`src/rtl/antirrebote_up_down.sv`:
```
// Debounced up/down push-button front end producing one-cycle count pulses.
// Ports: clk, reset (sync, active-low), btn_up/btn_down (raw, bouncing),
//        up_p/down_p (registered one-cycle pulses), en_p = up_p | down_p.
// Optional: define AUTOREPEAT_EN to compile in the hold-to-repeat FSM
//           (REP_DELAY to first repeat, then one pulse every REP_PERIOD).
module antirrebote_up_down #(
    parameter int DEB_MAX    = 1000000,
    parameter int REP_DELAY  = 50000000,
    parameter int REP_PERIOD = 20000000
) (
    input  logic clk,
    input  logic reset,
    input  logic btn_up,
    input  logic btn_down,
    output logic up_p,
    output logic down_p,
    output logic en_p
);

    localparam int CW = (DEB_MAX > 1) ? $clog2(DEB_MAX) : 1;
    localparam logic [CW-1:0] CNT_TOP = CW'(DEB_MAX - 1);

    if (DEB_MAX < 1 || REP_DELAY < 1 || REP_PERIOD < 1) begin : g_bad_cfg
        $error("antirrebote_up_down: parameters must be >= 1");
    end

    // Bit 0 is the up button, bit 1 the down button.
    logic [1:0]         sync_a;
    logic [1:0]         sync_b;
    logic [1:0]         level;
    logic [1:0]         level_q;
    logic [1:0][CW-1:0] cnt;

    logic rise_up;
    logic rise_down;
    logic next_up;
    logic next_down;

    // Two-flop synchronizer, then a per-button stability counter that
    // restarts whenever the input agrees with the accepted level.
    always_ff @(posedge clk) begin
        if (!reset) begin
            sync_a  <= '0;
            sync_b  <= '0;
            level   <= '0;
            level_q <= '0;
            cnt     <= '0;
        end else begin
            sync_a  <= {btn_down, btn_up};
            sync_b  <= sync_a;
            level_q <= level;
            for (int i = 0; i < 2; i++) begin
                if (sync_b[i] == level[i]) begin
                    cnt[i] <= '0;
                end else if (cnt[i] == CNT_TOP) begin
                    level[i] <= ~level[i];
                    cnt[i]   <= '0;
                end else begin
                    cnt[i] <= cnt[i] + 1'b1;
                end
            end
        end
    end

    // A press only counts while the other button is released.
    assign rise_up   = level[0] & ~level_q[0] & ~level[1];
    assign rise_down = level[1] & ~level_q[1] & ~level[0];

`ifdef AUTOREPEAT_EN
    localparam logic [1:0] IDLE      = 2'd0;
    localparam logic [1:0] HOLD_WAIT = 2'd1;
    localparam logic [1:0] REPEAT    = 2'd2;

    localparam int RMAX = (REP_DELAY > REP_PERIOD) ? REP_DELAY : REP_PERIOD;
    localparam int RW   = (RMAX > 1) ? $clog2(RMAX) : 1;
    localparam logic [RW-1:0] DELAY_TOP  = RW'(REP_DELAY - 1);
    localparam logic [RW-1:0] PERIOD_TOP = RW'(REP_PERIOD - 1);

    logic [1:0]    state;
    logic          sel;
    logic [RW-1:0] rcnt;
    logic          held;
    logic          fire;

    // sel = 0: up latched, sel = 1: down latched.
    assign held = sel ? (level[1] & ~level[0])
                      : (level[0] & ~level[1]);

    always_comb begin
        fire = 1'b0;
        if (held) begin
            if (state == HOLD_WAIT) begin
                fire = (rcnt == DELAY_TOP);
            end else if (state == REPEAT) begin
                fire = (rcnt == PERIOD_TOP);
            end
        end
    end

    always_ff @(posedge clk) begin
        if (!reset) begin
            state <= IDLE;
            sel   <= 1'b0;
            rcnt  <= '0;
        end else begin
            case (state)
                IDLE: begin
                    if (rise_up | rise_down) begin
                        state <= HOLD_WAIT;
                        sel   <= rise_down;
                        rcnt  <= '0;
                    end
                end
                HOLD_WAIT, REPEAT: begin
                    if (!held) begin
                        state <= IDLE;
                    end else if (fire) begin
                        state <= REPEAT;
                        rcnt  <= '0;
                    end else begin
                        rcnt <= rcnt + 1'b1;
                    end
                end
                default: state <= IDLE;
            endcase
        end
    end

    assign next_up   = rise_up   | (fire & ~sel);
    assign next_down = rise_down | (fire & sel);
`else
    assign next_up   = rise_up;
    assign next_down = rise_down;
`endif

    always_ff @(posedge clk) begin
        if (!reset) begin
            up_p   <= 1'b0;
            down_p <= 1'b0;
            en_p   <= 1'b0;
        end else begin
            up_p   <= next_up;
            down_p <= next_down;
            en_p   <= next_up | next_down;
        end
    end

endmodule

```
`config.mk`:
```
export PLATFORM = sky130hd
export DESIGN_NAME = antirrebote_up_down
export DESIGN_NICKNAME = d
export VERILOG_FILES = /design/src/rtl/antirrebote_up_down.sv
export SDC_FILE = /design/constraint.sdc
export NUM_CORES = 1
export LEC_CHECK = 0
export CAP_MARGIN = 20
export CORE_UTILIZATION = 64
export CTS_CLUSTER_SIZE = 28
export DETAILED_ROUTE_END_ITERATION = 8
export PLACE_DENSITY = 0.83
export SLEW_MARGIN = 20
export SYNTH_ARGS = -nofsm -noshare
export SYNTH_HDL_FRONTEND = slang
export SYNTH_SLANG_ARGS = --single-unit
```
`constraint.sdc`:
```
create_clock -name clk -period 6.05 [get_ports clk]
set_clock_uncertainty 0.15 [all_clocks]
set_input_delay 1.21 -clock clk [delete_from_list [all_inputs] [get_ports clk]]
set_output_delay 1.21 -clock clk [all_outputs]
set_load 0.005 [all_outputs]
```
Word-level counts from Yosys, hierarchy flattened
Index checks and enable logic that the tools add are counted.
- flip-flop bits (word level): 51
- input bits: 4
- output and inout bits: 3
- logic and storage cells: 32
- add/subtract/negate cells: 2
- equality and inequality tests: 4
- bitwise gates (word level): 12
- reduce and logical (&&, ||, !) cells: 4
- operator list (operator ; count):
    $add 20x1->20 const B ; 2
    $eq 20x20->1 const B ; 2
    $not 1->1 ; 7
    $reduce_or 3->1 ; 2
    $and 1x1->1 ; 4
    $reduce_and 2->1 ; 2
    $eq 1x1->1 ; 2
    $or 1x1->1 ; 1

Longest topological paths before layout
- depth in word-level cells: 4
- gate-level depth with buffers: 6
- mapped depth without buffers: 5

Least setup slack after synthesis
OpenSTA, ideal clock, no wires.
- kind: in2reg
- start: input port reset
- end: register cnt[22] in the netlist's numbering
- library setup time: 0.065 ns
- arrival time: 1.985 ns
- required time: 5.835 ns
- setup slack: 3.850 ns
- stages on the path: 4
- buffers on the path: 2
- cells stage by stage: clkbuf_1 o211ai_2 clkbuf_1 nor2_1
- word-level cells in the longest chain between the ends: 2
- RTL lines (what ; RTL line ; text):
    from (decl) ; 12 ; input logic reset,
    $not 1->1 (no line) ; -- ;
    $reduce_or 3->1 (no line) ; -- ;
    to (signal, indexed assignment) ; 59 ; cnt[i] <= cnt[i] + 1'b1;
    to (decl) ; 32 ; logic [1:0][CW-1:0] cnt;
No other way between the ends.
A chain may end at the register's enable or synchronous reset.

Worst setup path after layout
- start: register en_p
- end: output port en_p
- RTL lines (what ; RTL line ; text):
    from (decl) ; 17 ; output logic en_p
    from (signal assigned) ; 144 ; en_p <= next_up | next_down;
No word-level cell between the ends.

==> results.toml <==
[global_route]
grtUsageTotal = 0.222
grt_pass1_vias = 1447
grt_max_degree = 20
antenna_found_initial = 0
grt_remaining_overflow = 0
grt_pass1_wl_mm = 6.07

[routing]
vias = 1689
drtIter0Drc = 68
ant_nets = 0
drt_first_pass_iters = 4
vias_per_cell = 5.76
detail_route.wl_per_cell_um = 12.6
wirelength_mm = 3.69
drc = 0

[power_and_ir_drop]
p_per_area_mw_per_mm2 = 217
vdd_ir_drop_max_uv = 173
p_leak_nw = 0.727

[final_layout]
nets = 254
drive_above_1_share = 0.0562
multiInputGateArea_mm2 = 0.00111
diodes = 0
fillers = 237
finalNonFillerCells = 293
post-route-util = 0.741
seq_area_mm2 = 0.00102
area_growth_pct = 6.38

[placed_design]
gp_congestion = 0.785
portBuffers = 6
place_inst = 285
hpwl_mm = 2.58

[setup_path]
critPathArrivalTime_ps = 1200
crit_buf_inv = 1
crit_chain = "clkdlybuf4s50_1"
endpoint = "en_p"
critPathMaxStageDelay_ps = 490
path_class = "reg2out"
cp_top_family = "buffers and inverters"
start_kind = "flop"
path_max_fanout = 1
cp-startpoint = "en_p$_SDFF_PN0_"
r2r_end = "cnt[35]$_SDFF_PP0_"
cp.required_ps = 4690
crit_path_end_kind = "output port"
reg2regPathDepth = 4
crit_slowest_cell = "clkdlybuf4s50_1"
cp_num_cells = 1
reg2reg_from = "cnt[20]$_SDFF_PP0_"
rrSetupSlack_ps = 3900

[timing]
period_share = 0.423
rsz0062_at_grt = "false"
min_period_ps = 2560
max_freq_mhz = 391
slew_viol_final = 0
worst_pin_slew_ps = 802
slew-limit-headroom = 0.464
fin_setup_tns_ps = 0
setup_viol = 0
whs_ps = 256
hold_viol = 0

[logic_synthesis]
async_reset_ff_frac = 0
synth_top_area_share = 0.465
syn_avg_cell_area_um2 = 9.04
ys_top_cells_by_area = "dfxtp_1 (46%), xnor2_1 (6.8%), nor2_1 (5.8%)"
syn-num-nets = 249
syn-instance-count = 243
synth_area_leader_cell = "dfxtp_1"
ys.flop_type = "dfxtp_1"
yosys_warnings = 0
ys_seq_elements = 51
syn-cell-area_mm2 = 0.00220
ys_types = 35
synth_edf_count = 0
seq_area_frac_synth = 0.465

[clocking]
clock_latency_ps = 380
post_cts_buffers = 0
root_buffer = "clkbuf_4"
cts_max_level = 2
post_cts_resized = 0
cts_buffer_depth = 2
cts_buffers = 5
cts_tree = "yes"
clkSlewWorstSetupHoldPaths_ps = 140
cts.sink_count = 51
holdBufCountCts = 0

[run_status]
status = "completed"

[die]
initial_core_util = 0.697
pin_count = 7
rows = 20
fp.dieW_um = 60.6
coreArea_mm2 = 0.00315
die_area_mm2 = 0.00367
dieHeight_um = 60.6

[worst_hold_path]
worstHoldPathType = "reg2reg"

[flow_run]
max_cap_viol_count = 0
[registers in the layout, indices dropped and copies added (netlist names)]
name / flops
cnt: 40
en_p: 1
down_p: 1
level: 2
up_p: 1
sync_a: 2
level_q: 2
sync_b: 2
[kinds of logic after synthesis]
kind of cell               share of synthesized area
and+or+nand+nor                                0.308
DFF                                            0.465
adders and majority gates                     0.0114
AOI/OAI and AO/OA                             0.0569
muxes                                         0.0137
buffers and inverters                         0.0296
xor gates and xnor gates                       0.116
[through the flow]
stage               cell area, um2  total power, mW  worst slack [ps]
floorplan                     2200            0.350              3850
global placement              2270            0.353              3300
detailed placement            2270            0.353              3270
CTS                           2340            0.511              3480
global route                  2340            0.523              3440
finish                        2340            0.507              3490
[per-layer routing]
layer | wire (um) | GRT usage | vias up
li1 | - | - | 872
met1 | 1710 | 0.264 | 793
met2 | 1820 | 0.383 | 18
met4 | 55 | 0.0812 | 0
met5 | 0 | 0 | -
met3 | 104 | 0.0618 | 6
[layout by cell type, fill, tap and decap left out, types with 4 or more instances in the layout]
cell	n
nor4_1	6
nor3_1	7
nor4b_1	4
xnor2_1	17
nand4_1	13
clkdlybuf4s50_1	6
clkbuf_4	5
inv_1	7
nand3_1	14
dfxtp_1	51
or4_1	7
and3_1	5
xor2_1	12
a21oi_1	9
and2_1	5
nand2_1	15
o31ai_1	6
nor2_1	34
[power by group]
part	switching (mW)	total (mW)	leakage, nW	internal (mW)
clock	0.104	0.162	0.0355	0.0578
combinational	0.00370	0.00682	0.279	0.00312
sequential	0.00113	0.339	0.412	0.337
total	0.109	0.507	0.727	0.398
[cell type report]
class | instances | area share
Sequential cell | 51 | 0.437
Timing Repair Buffer | 6 | 0.0257
Clock inverter | 1 | 0.00375
Inverter | 7 | 0.0112
Tap cell | 44 | 0.0236
Multi-Input combinational cell | 177 | 0.475
Clock buffer | 7 | 0.0236
[Yosys cell counts, types with 5 or more instances]
library cell and number:
a21oi_1 9, and2_1 5, and3_1 5, clkbuf_1 6
dfxtp_1 51, inv_1 7, nand2_1 15, nand3_1 14
nand4_1 13, nor2_1 34, nor3_1 7, nor4_1 6
o31ai_1 6, or4_1 7, xnor2_1 17, xor2_1 12
[how the worst min path moves through the flow]
| stage | startpoint | to | slack, ps | cells past startpoint |
|---|---|---|---|---|
| 6_report | level_q[0]$_SDFF_PN0_ | up_p$_SDFF_PN0_ | 260 | 1 |
| 5_1_grt | level_q[1]$_SDFF_PN0_ | down_p$_SDFF_PN0_ | 290 | 1 |
| 4_1_cts | level_q[0]$_SDFF_PN0_ | up_p$_SDFF_PN0_ | 260 | 1 |
| 3_5_place_dp | level_q[0]$_SDFF_PN0_ | up_p$_SDFF_PN0_ | 240 | 1 |
| 3_3_place_gp | level_q[0]$_SDFF_PN0_ | up_p$_SDFF_PN0_ | 240 | 1 |
| 2_1_floorplan | level_q[1]$_SDFF_PN0_ | down_p$_SDFF_PN0_ | 230 | 1 |
(Power assumes the default switching activity.)
==> RTL change, RTL diff (config.mk and constraints unchanged) <==
The option `AUTOREPEAT_EN` is turned on by a define.
--- a/src/rtl/antirrebote_up_down.sv
+++ b/src/rtl/antirrebote_up_down.sv
@@ -5,2 +5,4 @@
 //           (REP_DELAY to first repeat, then one pulse every REP_PERIOD).
+`define AUTOREPEAT_EN
+
 module antirrebote_up_down #(
Function: no difference found for any inputs over 10 cycles, from zero or initial values and one cycle with reset low; that may be too few to reach the edited logic, so the function may still have changed.
==> RTL change against the unedited design <==
Area after synthesis up 73%. Core utilization down 2.4 points. Hold slack better by 0.031 ns. Sequential power up 56%. Non-clock buffer count unchanged. Global-route usage up 2.5 points. Highest routed layer unchanged. Final cell count up 76%. Setup slack worse by 0.32 ns. Routed wire length up 91%. Total power up 75%. Cell area up 72%. Register-to-register slack worse by 0.43 ns. Sequential cell count up 29. Critical endpoint is now rcnt[18].
==> RTL change: results (changes against the unedited design) <==
Outcome
  – Status: completed (unchanged)

Placed design
  – Dpl cells: 502 (was 285)
  – Post-place setup slack: 2.81 ns (was 3.27 ns)
  – Post-DP Area: 3850 sq um (was 2270 sq um)
  – Detailed Place HPWL: 4870 microns (was 2580 microns)
  – GP Congestion: 0.832 (was 0.785)

STA
  – Max_slew headroom: 54.4% (was 46.4%)

Global route
  – Met2 global-route usage: 41.5% (was 38.3%)
  – Met3 usage: 3.68% (was 6.18%)
  – First-pass GRT wire length: 12,300 microns (was 6070 microns)
  – Vias in the first global route: 2,879 (was 1,447)

Logic synthesis
  – Mux cell area share after synthesis: 1.06% (was 1.37%)
  – Post-Synthesis Cells: 443 (was 243)
  – Top cells by area, synth: dfxtp_1 (42%), nor2_1 (7.5%), xor2_1 (6.9%) (was dfxtp_1 (46%), xnor2_1 (6.8%), nor2_1 (5.8%))
  – Area share of fa/ha/maj cells after synthesis: 1.98% (was 1.14%)
  – Synth Area in XOR/XNOR: 12.5% (was 11.6%)
  – Commonest cells post-synth: dfxtp_1 (80), nor2_1 (76), nand2_1 (37) (was dfxtp_1 (51), nor2_1 (34), xnor2_1 (17))
  – Mapped Nets: 453 (was 249)

Power
  – Switch share: 22.6% (was 21.4%)
  – Seq group: 0.529 mW (was 0.339 mW)
  – Combinational power: 0.0119 mW (was 0.00682 mW)
  – Max IR drop VDD: 0.145 mV (was 0.173 mV)

Route
  – Met2 wire len: 3430 microns (was 1820 microns)
  – Wirelength per Cell: 13.6 microns (was 12.6 microns)
  – Vias: 3,019 (was 1,689)
  – Met3 WL post-DR: 168 microns (was 104 microns)

Finish
  – Multi-input gate area: 2050 sq um (was 1110 sq um)
  – # fillers: 446 (was 237)
  – Share of post-route cells with drive strength above 1: 6.07% (was 5.62%)
  – Layout Cells excl Fill: 517 (was 293)

Clock network
  – CTS root buffer: clkbuf_8 (was clkbuf_4)
  – CTS Buf Count: 9 (was 5)
  – H-Tree Depth: 3 (was 2)
  – Worst skew pair latency: 0.36 ns (was 0.38 ns)

Worst setup path
  – Worst reg-to-reg path cell count: 6 (was 4)
  – Max stage delay on crit path: 0.60 ns (was 0.49 ns)
  – Flop-to-flop setup slack: 3.47 ns (was 3.90 ns)

Hold path
  – Hold path start: sync_a[1] (was level_q[0])
-- RTL change: cell count changes after synthesis, sizes merged, moves of 8 or more --
cell | before | now
and3 | 5 | 13
dfxtp | 51 | 80
nand2 | 15 | 39
nand3 | 14 | 35
nor2 | 34 | 76
xor2 | 12 | 30
-- RTL change: kinds of logic after synthesis --
logic type	after synthesis
and+or+nand+nor	232
xor gates and xnor gates	54
AOI/OAI and AO/OA	35
buffers and inverters	32
adders and majority gates	6
DFF	80
muxes	4
-- RTL change: layout make-up --
cell class                      count  area share (%)
Clock buffer                       10            3.42
Clock inverter                      5           0.840
Tap cell                           72            2.24
Inverter                           13            1.21
Timing Repair Buffer                6            1.49
Sequential cell                    80            39.8
Multi-Input combinational cell    331            51.0
-- RTL change: how the worst max path moves through the flow --
stage	startpoint	end	slack [ns]
floorplan	reset	rcnt[18]	3.73
global placement	reset	rcnt[18]	2.86
detailed placement	reset	rcnt[18]	2.81
CTS	reset	rcnt[18]	3.17
global route	reset	rcnt[18]	2.95
finish	reset	rcnt[18]	3.17
